`src/rtl/uart_tx.sv`:
```
// -----------------------------------------------------------------------------
// uart_tx
//
// Serial UART transmitter with an integrated write-side byte FIFO. The system
// side pushes bytes through a FIFO-style write port. The block drains them in
// order and serializes each one onto TXo as a start bit, DATA_WIDTH data bits
// (LSB first), an optional even-parity bit and one stop bit.
//
// Parameters
//   DATA_WIDTH  bits per character
//   FIFO_DEPTH  FIFO entries (power of 2, >= 2)
//   CLK_DIV     CLKip cycles per serial bit (>= 2)
//
// Ports
//   CLKip   in   system clock, rising edge
//   RSTi    in   synchronous active-low reset
//   DATAi   in   byte to transmit
//   WEi     in   write strobe; accepted when FULLo=0
//   FULLo   out  FIFO holds FIFO_DEPTH entries
//   EMPTYo  out  FIFO holds no entries
//   TXo     out  serial line, idle high, registered
//   BUSYo   out  frame in progress
//
// Build option
//   UART_TX_PARITY_EN  when defined, a PARITY bit (XOR of the data bits) is
//                      sent between the last data bit and the stop bit.
//
// Reset clears the pointers, the count and the frame state. The FIFO storage
// is left untouched: the pointers make any old contents unreachable.
// -----------------------------------------------------------------------------
module uart_tx #(
  parameter int DATA_WIDTH = 8,
  parameter int FIFO_DEPTH = 16,
  parameter int CLK_DIV    = 868
) (
  input  logic                  CLKip,
  input  logic                  RSTi,
  input  logic [DATA_WIDTH-1:0] DATAi,
  input  logic                  WEi,
  output logic                  FULLo,
  output logic                  EMPTYo,
  output logic                  TXo,
  output logic                  BUSYo
);

  localparam int AW = $clog2(FIFO_DEPTH);
  localparam int CW = AW + 1;
  localparam int BW = $clog2(CLK_DIV);
  localparam int IW = (DATA_WIDTH > 1) ? $clog2(DATA_WIDTH) : 1;

  localparam logic [BW-1:0] BAUD_LAST = BW'(CLK_DIV - 1);
  localparam logic [IW-1:0] IDX_LAST  = IW'(DATA_WIDTH - 1);
  localparam logic [CW-1:0] CNT_FULL  = CW'(FIFO_DEPTH);

  // Frame state encoding
  localparam logic [2:0] ST_IDLE   = 3'd0;
  localparam logic [2:0] ST_START  = 3'd1;
  localparam logic [2:0] ST_DATA   = 3'd2;
`ifdef UART_TX_PARITY_EN
  localparam logic [2:0] ST_PARITY = 3'd3;
`endif
  localparam logic [2:0] ST_STOP   = 3'd4;

  // ---------------------------------------------------------------------------
  // State
  // ---------------------------------------------------------------------------
  logic [DATA_WIDTH-1:0] mem_q [FIFO_DEPTH];

  logic [AW-1:0]         wr_ptr_q,   wr_ptr_d;
  logic [AW-1:0]         rd_ptr_q,   rd_ptr_d;
  logic [CW-1:0]         count_q,    count_d;
  logic [2:0]            state_q,    state_d;
  logic [BW-1:0]         baud_cnt_q, baud_cnt_d;
  logic [IW-1:0]         bit_idx_q,  bit_idx_d;
  logic [DATA_WIDTH-1:0] shift_q,    shift_d;
  logic                  tx_q,       tx_d;

  logic                  full;
  logic                  empty;
  logic                  push;
  logic                  pop;
  logic                  baud_end;

  // Flags come straight from the registered count, so a write on the
  // same edge as a pop cannot sneak into a full FIFO.
  assign full     = (count_q == CNT_FULL);
  assign empty    = (count_q == '0);
  assign push     = WEi & ~full;
  assign baud_end = (baud_cnt_q == BAUD_LAST);

  // ---------------------------------------------------------------------------
  // Next-state logic
  // ---------------------------------------------------------------------------
  always_comb begin
    state_d    = state_q;
    baud_cnt_d = baud_cnt_q;
    bit_idx_d  = bit_idx_q;
    shift_d    = shift_q;
    tx_d       = tx_q;
    pop        = 1'b0;

    // Bit timer runs whenever a frame is on the wire
    if (state_q != ST_IDLE) begin
      baud_cnt_d = baud_end ? '0 : baud_cnt_q + BW'(1);
    end

    case (state_q)
      ST_IDLE: begin
        tx_d = 1'b1;
        if (!empty) pop = 1'b1;
      end

      ST_START: begin
        if (baud_end) begin
          state_d   = ST_DATA;
          bit_idx_d = '0;
          tx_d      = shift_q[0];
        end
      end

      ST_DATA: begin
        if (baud_end) begin
          if (bit_idx_q == IDX_LAST) begin
`ifdef UART_TX_PARITY_EN
            state_d = ST_PARITY;
            tx_d    = ^shift_q;      // even parity over the data bits
`else
            state_d = ST_STOP;
            tx_d    = 1'b1;
`endif
          end else begin
            bit_idx_d = bit_idx_q + IW'(1);
            tx_d      = shift_q[bit_idx_d];
          end
        end
      end

`ifdef UART_TX_PARITY_EN
      ST_PARITY: begin
        if (baud_end) begin
          state_d = ST_STOP;
          tx_d    = 1'b1;
        end
      end
`endif

      ST_STOP: begin
        // Reloading on the last stop cycle gives back-to-back frames
        // with no idle gap; otherwise the line rests high in IDLE.
        if (baud_end) begin
          if (!empty) pop = 1'b1;
          else        state_d = ST_IDLE;
        end
      end

      default: begin
        state_d = ST_IDLE;
        tx_d    = 1'b1;
      end
    endcase

    // Loader: fetch the head byte and begin the start bit immediately
    if (pop) begin
      shift_d    = mem_q[rd_ptr_q];
      state_d    = ST_START;
      baud_cnt_d = '0;
      bit_idx_d  = '0;
      tx_d       = 1'b0;
    end
  end

  // FIFO pointer and occupancy update
  always_comb begin
    wr_ptr_d = wr_ptr_q;
    rd_ptr_d = rd_ptr_q;
    count_d  = count_q;
    if (push) wr_ptr_d = wr_ptr_q + AW'(1);
    if (pop)  rd_ptr_d = rd_ptr_q + AW'(1);
    case ({push, pop})
      2'b10:   count_d = count_q + CW'(1);
      2'b01:   count_d = count_q - CW'(1);
      default: count_d = count_q;
    endcase
  end

  // ---------------------------------------------------------------------------
  // Registers
  // ---------------------------------------------------------------------------
  always_ff @(posedge CLKip) begin
    if (!RSTi) begin
      wr_ptr_q   <= '0;
      rd_ptr_q   <= '0;
      count_q    <= '0;
      state_q    <= ST_IDLE;
      baud_cnt_q <= '0;
      bit_idx_q  <= '0;
      shift_q    <= '0;
      tx_q       <= 1'b1;
    end else begin
      wr_ptr_q   <= wr_ptr_d;
      rd_ptr_q   <= rd_ptr_d;
      count_q    <= count_d;
      state_q    <= state_d;
      baud_cnt_q <= baud_cnt_d;
      bit_idx_q  <= bit_idx_d;
      shift_q    <= shift_d;
      tx_q       <= tx_d;
    end
  end

  // Storage has no reset; a write is only committed outside reset
  always_ff @(posedge CLKip) begin
    if (RSTi && push) mem_q[wr_ptr_q] <= DATAi;
  end

  // ---------------------------------------------------------------------------
  // Outputs
  // ---------------------------------------------------------------------------
  assign FULLo  = full;
  assign EMPTYo = empty;
  assign TXo    = tx_q;
  assign BUSYo  = (state_q != ST_IDLE);

endmodule

```
`config.mk`:
```
export PLATFORM = sky130hd
export DESIGN_NAME = uart_tx
export DESIGN_NICKNAME = d
export VERILOG_FILES = /design/src/rtl/uart_tx.sv
export SDC_FILE = /design/constraint.sdc
export NUM_CORES = 1
export LEC_CHECK = 0
export CAP_MARGIN = 25
export CORE_ASPECT_RATIO = 0.6
export CORE_MARGIN = 5
export CORE_UTILIZATION = 36
export CTS_CLUSTER_DIAMETER = 40
export DETAILED_ROUTE_END_ITERATION = 6
export RECOVER_POWER = 100
export SYNTH_ARGS = -nofsm -noshare
export SYNTH_HDL_FRONTEND = slang
export SYNTH_SLANG_ARGS = --single-unit
export TNS_END_PERCENT = 100
```
`constraint.sdc`:
```
create_clock -name CLKip -period 3.8 [get_ports CLKip]
set_input_delay 0.76 -clock CLKip [delete_from_list [all_inputs] [get_ports CLKip]]
set_output_delay 0.76 -clock CLKip [all_outputs]
set_load 0.05 [all_outputs]
```
# --- Yosys cells after proc, flatten, opt, wreduce, memory -nomap -nowiden ---
# Memories as Yosys holds them, arrays and structs flattened. A register that Yosys moved wholly into a read port is not among the register bits.
# Index checks and enable logic that the tools add are counted.
classes:
  n_bitwise: 4
  order_cmp: 1
  n_eq_ne: 21
  reduce_logical: 12
  muxes: 25
  addsub: 6
ops:
  columns: ["op", "n"]
  rows:
  - ["two-way mux 3 bit", 8]
  - ["!= test 2 bit (second input constant)", 8]
  - ["!= test 3 bit (second input constant)", 5]
  - ["case mux 3 bit (4 select lines)", 1]
  - ["AND reduction 6 bit", 2]
  - ["adder 10 x 1 -> 10 bit (second input constant)", 1]
  - ["equality test 10 bit (second input constant)", 1]
  - ["two-way mux 1 bit", 10]
  - ["two-way mux 10 bit", 1]
  - ["case mux 5 bit (2 select lines)", 1]
  - ["adder 4 x 1 -> 4 bit (second input constant)", 2]
  - ["equality test 3 bit (second input constant)", 2]
  - ["case mux 3 bit (2 select lines)", 1]
  - ["adder 5 x 1 -> 5 bit (second input constant)", 1]
  - ["equality test 5 bit (second input constant)", 1]
  - ["zero test 5 bit", 1]
  - ["subtractor 5 x 1 -> 5 bit (second input constant)", 1]
  - ["less-than comparator 3 x 4 -> 1 bit (second input constant)", 1]
  - ["AND reduction 4 bit", 1]
  - ["nonzero test 2 bit", 2]
  - ["adder 3 x 1 -> 3 bit (second input constant)", 1]
  - ["binary-select mux 1 bit (select 3 bit)", 1]
  - ["equality test 3 x 1 -> 1 bit (second input constant)", 1]
  - ["equality test 3 x 2 -> 1 bit (second input constant)", 1]
  - ["12 further kinds", 14]
totals:
  output_inout_bits: 4
  register_bits: 30
  memories: 1
  mem_bits_rw: 128
  input_bits: 11
  elab_cells: 78
mem_list:
  columns: ["memory", "depth", "word_bits", "rd", "rd_ports_with_merged_regs", "wr", "line", "text"]
  rows:
  - ["mem_q", 16, 8, 1, 1, 1, "67", "logic [DATA_WIDTH-1:0] mem_q [FIFO_DEPTH];"]

# --- Depth between registers and ports, before layout ---
depth:
  depth_word: 7
  depth_mapped: 14
  depth_no_buf: 12

# --- Worst setup path after synthesis ---
# No wires, ideal clock.
synth_path:
  path_type: "reg2reg"
  from: "register count_q[0]"
  to: "register count_q[4]"
  setup_ns: 0.076
  setup_slack_ns: 0.515
  path_stages_with_launch: 14
  path_buffers: 2
  t_required_ns: 3.724
  arrival_time_ns: 3.210
  synth_period_minus_slack_ns: 3.285
  path_cell_list: "dfxtp_1 -> nor4_1 -> and2b_1 -> a2111o_1 -> buf_6 -> clkinv_8 -> buf_6 -> ha_1 -> ha_1 -> nor2b_1 -> o21ai_0 -> a21oi_1 -> or4_1 -> a21boi_0"
synth_between:
  elab_chain_len: 6
  elab_cells_between_ends: 13
  cone_classes: "2 x add/sub; 3 x eq/ne; 4 x mux; 2 x bitwise; 2 x reduce/logical"
synth_lines:
  columns: ["item", "line", "text"]
  rows:
  - ["start: declaration", "71", "logic [CW-1:0] count_q, count_d;"]
  - ["start signal: assignment", "202", "count_q <= count_d;"]
  - ["zero test 5 bit *", "87", "assign empty = (count_q == '0);"]
  - ["via EMPTYo", "41", "output logic EMPTYo,"]
  - ["two-way mux 1 bit *", "110, 151", null]
  - ["two-way mux 1 bit", "150", "if (baud_end) begin"]
  - ["case mux 1 bit (2 select lines) *", "107", "case (state_q)"]
  - ["via pop", "81", "logic pop;"]
  - ["equality test 2 x 1 -> 1 bit or equality test 2 bit (tied branches)", "179", "case ({push, pop})"]
  - ["case mux 5 bit (2 select lines) or nonzero test 2 bit (tied branches)", null, null]
# Mark *: on every way through the listed nets, which the timed path passes. The rest lies on a longest branch.
# A chain may end at the register's enable or synchronous reset.

# --- Worst setup path in the final report ---
layout_path:
  from: "register baud_cnt_q[0]"
  to: "register count_q[4]"
layout_between:
  elab_chain_len: 5
  elab_cells_between_ends: 7
  cone_classes: "3 x eq/ne; 3 x mux; 1 x reduce/logical"
layout_lines:
  columns: ["item", "line", "text"]
  rows:
  - ["start: declaration", "73", "logic [BW-1:0] baud_cnt_q, baud_cnt_d;"]
  - ["start signal: assignment", "204", "baud_cnt_q <= baud_cnt_d;"]
  - ["equality test 10 bit *", "89", "assign baud_end = (baud_cnt_q == BAUD_LAST);"]
  - ["two-way mux 1 bit *", "150", null]
  - ["case mux 1 bit (2 select lines) *", "107", null]
  - ["equality test 2 x 1 -> 1 bit or equality test 2 bit (tied branches)", "179", null]
  - ["case mux 5 bit (2 select lines) or nonzero test 2 bit (tied branches)", null, null]
# Every way passes the cells marked *; elsewhere a longest branch is shown, timed or not.

==> results.toml <==
[logic_synthesis]
synth_cells = 447
ys.flop_type = "edfxtp_1"
syn-num-nets = 471
synth_edf_count = 128
yosysWarningCount = 0
yosysTopAreaCell = "edfxtp_1"
ys_ff_latch = 166
synth_area_leaders = "edfxtp_1, dfxtp_1, mux4_2"
synth.distinct_cells = 55
synth_seq_area_share_pct = 66.1
synth.most_common_cell = "edfxtp_1"
synth-async-reset-ratio_pct = 0
syn_area_um2 = 6970
syn_avg_cell_area_um2 = 15.6
synthTopCellsByCount = "edfxtp_1, dfxtp_1, mux4_2"
yosysTopAreaCellShare_pct = 55.2

[setup_path]
required_ns = 4.14
critPathKind = "flip-flop to flip-flop"
path_cells = "ha_1 > nand4_1 > a2111o_1 > clkinv_8 > ha_1 > inv_1 > fa_1 > nor2b_1 > o21ai_0 > and3_1 > or4_1 > a21boi_0"
path_buf_inv = 2
cpPeakStageDelay_ns = 0.63
cp-end-kind = "flip-flop"
critical_path.max_fanout = 12
setup.reg_to_reg.worst_slack_ns = 0.33
start_kind = "flip-flop"
crit_path_top_delay_cell = "a2111o_1"
cp.arrival_ns = 3.81
crit_path_frequent_cell = "ha_1"
critical-path-top-delay-family = "adder cells"

[placement]
dp_cells = 704
post-dp-hpwl_um = 9610
gp_congestion = 0.825
portBuffers = 14
place_area_um2 = 7430

[cts]
numCtsBuffers = 17
clkTransAtPathRegs_ns = 0.07
cts_sinks = 166
tritoncts = "built"
cts_max_level = 4
cts_resized = 0
clk_latency_ns = 0.42
clockBufferDepth = 2
cts-root-buf = "clkbuf_16"
hold_buffers = 0
post-cts-setup-buffers = 0

[timing]
tightest_slew_ns = 1.63
slew_headroom_pct = -8.53
setup-violations-final = 0
grt_setup_unrepaired = "false"
min_period_over_period_pct = 91.2
fmax_ghz = 0.289
hold_viol = 0
slew_viol_final = 25
period_needed_ns = 3.47
finClkSkew_ns = 0.0136
fin_setup_tns_ns = 0

[drt]
wl_met1_um = 6840
dr.max_layer_used = "met4"
ant_nets = 0
drc_errors = 0
drtIter0Drc = 390
routed_wl_um = 14100
wl_met2_um = 6140
vias = 3853
first_pass_iters = 5
met3_length_um = 1040
vias_per_cell = 5.24
wl_per_cell_um = 19.2

[power_and_ir_drop]
seqPwrFrac_pct = 44.4
p_leak_uw = 0.00252
p_comb_share_pct = 20.1
design_power_total_uw = 4870
sw_frac_of_total_pct = 28.2
ir_worst_vdd_uv = 357
power.internal_uw = 3500
p_switching_uw = 1370
clockPowerShare_pct = 35.4
power_density_nw_per_um2 = 611

[status]
status = "complete, but fails checks"
violations = "max-capacitance violations, max-slew violations"

[cells_and_area]
multi_input_area_um2 = 2170
nets = 501
fillers = 1719
n_antenna_cell = 0
stdcell_count = 736
area_growth_syn_to_layout_pct = 14.3
finalInstanceArea_um2 = 7970
seqCellArea_um2 = 4600
postLayoutCoreUtil_pct = 41.9
final_layout_size_suffix_gt1_share_pct = 17.1

[global_route]
grt_pass1_wl_um = 21700
antenna_found_initial = 0
grt_start_max_net_pins = 25
grt.overflow.total = 0
grt_pass1_vias = 3776
grtUsageTotal_pct = 12.8

[floorplanning]
core_um2 = 19000
io_pins = 15
std_cell_rows = 39
initial_utilization_pct = 36.6
fp.dieW_um = 190
die_h_um = 118
die_area_um2 = 22300

[min_path]
hold_class = "flip-flop to flip-flop"

[run]
maxCapViolations = 1
==> cell usage in the layout, fill, tap and decap left out, types with 7 or more instances in the layout <==
cell type        n
clkbuf_1        18
nor2_1          28
a21oi_1         14
edfxtp_1       128
nand4_1          7
ha_1            12
nor3_1           9
nand2_1         29
o22ai_1         13
xor2_1          10
mux4_2          32
dfxtp_1         38
clkbuf_16       17
nand3_1         10
dlygate4sd3_1   13
mux2i_1          9
inv_1           10
==> cells by family after synthesis <==
logic type                 Yosys count  synth area share, %
xor gates and xnor gates            16                 2.01
DFF                                166                 66.1
and+or+nand+nor                    122                 9.20
buffers and inverters               35                 2.77
muxes                               46                 12.4
adders and majority gates           13                 2.44
AOI/OAI and AO/OA                   49                 5.05
==> registers in the layout (all words and copies together), names as in the netlist <==
name	cells
mem_q	128
baud_cnt_q	10
shift_q	8
count_q	5
rd_ptr_q	4
wr_ptr_q	4
bit_idx_q	3
state_q	3
TXo	1
==> cell type report <==
| type | instances | share of cell area, % |
|---|---|---|
| inverter | 11 | 0.675 |
| timing repair buffer | 35 | 2.91 |
| sequential | 166 | 57.8 |
| multi-input combinational | 246 | 27.2 |
| clock inverter | 12 | 1.79 |
| tap | 246 | 3.86 |
| clock buffer | 20 | 5.73 |
==> path summary, 6_finish.rpt <==
check,from,endpoint,cells past startpoint
worst min-delay path,bit_idx_q[2],bit_idx_q[2],2
worst min register to register,bit_idx_q[2],bit_idx_q[2],2
worst max register to register,baud_cnt_q[0],count_q[4],12
worst max-delay path,baud_cnt_q[0],count_q[4],12
==> per-layer routing <==
metal | up-vias | global-route usage, %
met3 | 7 | 2.96
met4 | 0 | 3.25
li1 | 1781 | -
met1 | 1969 | 19.6
met2 | 96 | 18.5
met5 | - | 0
==> power groups by stage <==
stage | registers, µW | logic, µW | clock network (µW)
CTS | 2170 | 1000 | 1750
floorplan | 2130 | 839 | 0
global placement | 2200 | 980 | 0
global route | 2190 | 1070 | 1840
finish | 2160 | 980 | 1720
detailed placement | 2210 | 996 | 0
==> tightest hold or removal path: cells and delay by family (launching register included) <==
| kind | cells | cell delay [ns] |
|---|---|---|
| flops | 1 | 0.31 |
| simple gates | 1 | 0.05 |
| compound gates | 1 | 0.05 |
==> stage by stage <==
step                      hold slack [ns]  setup WS [ns]
final                               0.469          0.335
after global routing                0.508         0.0710
after CTS                           0.472          0.350
after detailed placement            0.463          0.378
after global placement              0.445          0.477
after floorplan                     0.436          0.515
(Power assumes the default switching activity.)
==> edit 1 (same flow settings) <==
`shift_q` no longer has a reset.
--- a/src/rtl/uart_tx.sv
+++ b/src/rtl/uart_tx.sv
@@ -194,7 +194,6 @@
       state_q    <= ST_IDLE;
       baud_cnt_q <= '0;
       bit_idx_q  <= '0;
-      shift_q    <= '0;
       tx_q       <= 1'b1;
     end else begin
       wr_ptr_q   <= wr_ptr_d;
@@ -203,9 +202,12 @@
       state_q    <= state_d;
       baud_cnt_q <= baud_cnt_d;
       bit_idx_q  <= bit_idx_d;
-      shift_q    <= shift_d;
       tx_q       <= tx_d;
     end
+  end
+
+  always_ff @(posedge CLKip) begin
+    shift_q <= shift_d;
   end
 
   // Storage has no reset; a write is only committed outside reset
Formal check against the unedited RTL: no difference found for any inputs over 10 cycles, from zero or initial values and one cycle with RSTi low; that may be too few to reach the edited logic, so the function may still have changed.
==> edit 1 against the unedited design <==
- the flow still finishes with violations (max-capacitance violations, max-slew violations)
- routed wire length is 6.5% higher
- area after synthesis hardly changed
- critical path type unchanged
- design area is 0.31% higher
- largest cell class unchanged
- critical endpoint unchanged
- final cell count is 3.7% higher
- largest power group unchanged
- highest routed layer unchanged
- power is 2.7% higher
- worst setup slack better by 0.13 ns
- clock skew hardly changed
- sequential cell count stayed put
==> edit 1: results (changes against the unedited design) <==
status:
  outcome: "complete, but fails checks"
  violations: "max-capacitance violations, max-slew violations"
yosys:
  synth-compound-area-share_pct: 6.90  # +1.9 points
  synth_nets: 495  # +5.1%
  synth_mux_area_share_pct: 11.0  # -1.4 points
  synthDistinctLibCells: 45  # -18%
  yosysSeqAreaShare_pct: 67.3  # +1.2 points
  synth_edf_count: 136  # +6.3%
  synth_adder_area_share_pct: 2.44  # about the same
  synth_commonest_cells: "edfxtp_1, nand2_1, nor2_1, dfxtp_1, mux2i_1"
  synthXorXnorAreaFrac_pct: 2.14  # +0.13 points
  yosys-top-cells-area: "edfxtp_1, dfxtp_1, mux4_2, mux2i_1, ha_1"
  synthFlopType: "edfxtp_1"
global_routing:
  met3_usage_pct: 4.42  # +1.5 points
  grt_first_pass_wirelength_um: 23400  # +7.7%
  track_usage_pct: 14.0  # +1.1 points
  grt_pass1_vias: 3942  # +4.4%
  grt_max_degree: 22  # -12%
  grt_util_met1_pct: 21.8  # +2.2 points
  grtUsageMet2_pct: 19.0  # +0.54 points
worst_setup_path:
  crit_slowest_cell: "or3_1"
  r2r_cells: 12  # unchanged
  worstPathMaxFanout: 4  # -8
  arrival_ns: 3.68  # -0.13 ns
  slowest_delay_ns: 0.44  # -0.19 ns
  crit_family: "simple AND/OR/NAND/NOR gates"
route:
  wl_met1_um: 7680  # +12%
  route.met3.wl_um: 1130  # +8.8%
  dr_wl_met2_um: 6160  # +0.46%
  vias: 3995  # +3.7%
  drt_iter0_markers: 363  # -6.9%
  dr.pass1.iters: 5  # unchanged
  wl_per_cell_um: 19.7  # +2.7%
worst_hold_path:
  hold_path.class: "reg -> reg"
placed_design:
  hpwl_um: 10100  # +5.2%
  gp_congestion: 0.788  # -4.5%
clock_tree:
  cts_setup_buffers: 0  # unchanged
  cts.repair.resized: 0  # unchanged
power:
  ir_worst_vdd_mv: 0.324  # -9.2%
  p_int_mw: 3.49  # about the same
  leakage_nw: 2.54  # +0.80%
finish:
  drive_above_1_share_pct: 13.3  # -3.8 points
  nets: 528  # +5.4%
  fillerInstances: 1722  # +0.17%
  biggestRegsByFlops: "mem_q (128), baud_cnt_q (10), shift_q (8)"
timing:
  worst_pin_slew_ns: 1.51  # -0.114 ns
  skew_ns: 0.0132  # -0.000348 ns
  maxSlewViolCount: 19  # -24%
flow_run:
  maxCapViolations: 1  # unchanged
[edit 1: cell count changes after synthesis, moves of 7 or more]
cell	unedited run	this run
o21ai_0	4	23
a22oi_1	0	9
mux4_2	32	16
mux2_2	5	12
mux2i_1	9	27
edfxtp_1	128	136
dfxtp_1	38	30
nand3_1	10	3
a221oi_1	0	8
o22ai_1	13	0
[edit 1: power by group through the flow]
stage	registers, mW	clock network, mW	logic [mW]
finish	2.21	1.71	1.08
global placement	2.25	0	1.09
CTS	2.21	1.74	1.11
global route	2.23	1.83	1.19
floorplan	2.21	0	0.820
detailed placement	2.25	0	1.10
[edit 1: worst min-delay path, cell delays in order (launching register included)]
cell and delay (ns):
dfxtp_1 0.32, nand2_1 0.06, a21oi_1 0.05
[edit 1: stage by stage]
step	hold slack (ns)	instance area, um2	instances	setup slack, ns	total power, mW
6_report	0.474	7990	763	0.467	5.00
5_1_grt	0.494	7990	763	0.173	5.24
4_1_cts	0.473	8070	763	0.425	5.06
3_5_place_dp	0.464	7490	731	0.480	3.35
3_3_place_gp	0.444	7490	731	0.552	3.33
2_1_floorplan	0.436	6960	471	0.332	3.03
[edit 1: worst paths after layout]
| kind | from | endpoint | slack (ns) |
|---|---|---|---|
| max | baud_cnt_q[0] | count_q[4] | 0.47 |
| min | bit_idx_q[1] | bit_idx_q[1] | 0.47 |
| max reg2reg | baud_cnt_q[0] | count_q[4] | 0.47 |
| min reg2reg | bit_idx_q[1] | bit_idx_q[1] | 0.47 |
[edit 1: cell type report]
cell class / count / area share, %
clock inverter: 15 / 1.97
sequential: 166 / 58.6
clock buffer: 17 / 5.32
inverter: 14 / 0.658
multi-input combinational: 271 / 26.7
tap: 246 / 3.85
timing repair buffer: 34 / 2.88
==> edit 2 (same flow settings) <==
Without the edit above. Add a define of `UART_TX_PARITY_EN`.
--- a/src/rtl/uart_tx.sv
+++ b/src/rtl/uart_tx.sv
@@ -28,6 +28,8 @@
 // Reset clears the pointers, the count and the frame state. The FIFO storage
 // is left untouched: the pointers make any old contents unreachable.
 // -----------------------------------------------------------------------------
+`define UART_TX_PARITY_EN
+
 module uart_tx #(
   parameter int DATA_WIDTH = 8,
   parameter int FIFO_DEPTH = 16,
Function: same outputs for any inputs over 10 cycles, from zero or initial values and one cycle with RSTi low; that may be too few to reach the edited logic, so the function may still have changed.
==> edit 2 against the unedited design <==
- area after synthesis fell by 0.50%
- clock power grew 5%
- sequential cell count unchanged
- critical endpoint unchanged
- non-clock buffer count up 1
- sequential share of layout area shrank 0.30 points
- design area grew 0.55%
- power rose by 9.9%
- via count fell by 0.60%
- routed wire length decreased by 0.74%
- worst setup slack improved by 0.072 ns
==> edit 2: results (changes against the unedited design) <==
status:
  outcome: "finished, final reports clean"
timing:
  maxSlewHeadroom_pct: 18.8  # +27 points
  maxSlewViolCount: 0  # -100%
  skew_ns: 0.00871  # -0.00484 ns
route:
  route.met3.wl_um: 704  # -32%
  drt_iter0_markers: 290  # -26%
  wl_met1_um: 7170  # +4.8%
  via_per_inst: 5.18  # -1.0%
  dr.pass1.iters: 7  # +2
yosys:
  synth_mux_area_share_pct: 11.4  # -1.0 points
  synth_commonest_cells: "edfxtp_1, dfxtp_1, nor2_1, mux4_2, nand2_1"
  synth_adder_area_share_pct: 2.45  # +0.012 points
  synthXorXnorAreaFrac_pct: 3.03  # +1.0 points
  synthDistinctLibCells: 50  # -9.1%
  yosysSeqAreaShare_pct: 66.4  # +0.33 points
  yosys-top-cells-area: "edfxtp_1, dfxtp_1, mux4_2, ha_1, a22o_1"
  synth_nets: 472  # +0.21%
  synth.avg_cell_area_um2: 15.5  # -0.72%
finish:
  buffer_area_share_pct: 3.08  # +0.17 points
  seqCellArea_um2: 4610  # about the same
  multi_input_area_um2: 2190  # +0.75%
  multi_input_cells: 249  # +1.2%
  inverters: 10  # -1
  nets: 504  # +0.60%
  drive_above_1_share_pct: 13.8  # -3.3 points
  clock_area_share_pct: 7.83  # +0.30 points
  n_all_buffers: 36  # +2.9%
  syn2layout_area_growth_pct: 15.6
placed_design:
  place_area_um2: 7460  # +0.39%
  gp_congestion: 0.782  # -5.3%
  hpwl_um: 9630  # +0.21%
worst_setup_path:
  slowest_delay_ns: 0.43  # -0.20 ns
  worstPathMaxFanout: 5  # -7
  crit_family: "simple AND/OR/NAND/NOR gates"
  crit_slowest_cell: "a2111oi_4"
global_routing:
  grt_max_degree: 31  # +24%
  grt_first_pass_wirelength_um: 22100  # +1.6%
  grt_pass1_vias: 3817  # +1.1%
  met3_usage_pct: 2.99  # +0.030 points
  track_usage_pct: 13.1  # +0.26 points
power:
  p_seq_share_pct: 41.7  # -2.7 points
  leakage_nw: 2.59  # +2.9%
edit 2: worst paths after layout:
check | from | end | slack, ns | cells after the start
worst min-delay path | bit_idx_q[1] | bit_idx_q[1] | 0.47 | 2
worst max-delay path | baud_cnt_q[0] | count_q[4] | 0.41 | 12
worst min register to register | bit_idx_q[1] | bit_idx_q[1] | 0.47 | 2
worst max register to register | baud_cnt_q[0] | count_q[4] | 0.41 | 12
edit 2: through the flow:
| step | setup WS (ns) | std cells | utilization, % | hold slack [ns] | total power, mW |
|---|---|---|---|---|---|
| detailed placement | 0.477 | 707 | 39.3 | 0.455 | 3.62 |
| global route | 0.0865 | 739 | 42.2 | 0.515 | 5.61 |
| CTS | 0.453 | 739 | 42.6 | 0.469 | 5.44 |
| global placement | 0.586 | 707 | 39.3 | 0.450 | 3.58 |
| finish | 0.407 | 739 | 42.2 | 0.470 | 5.35 |
| floorplan | 0.395 | 448 | - | 0.436 | 3.25 |
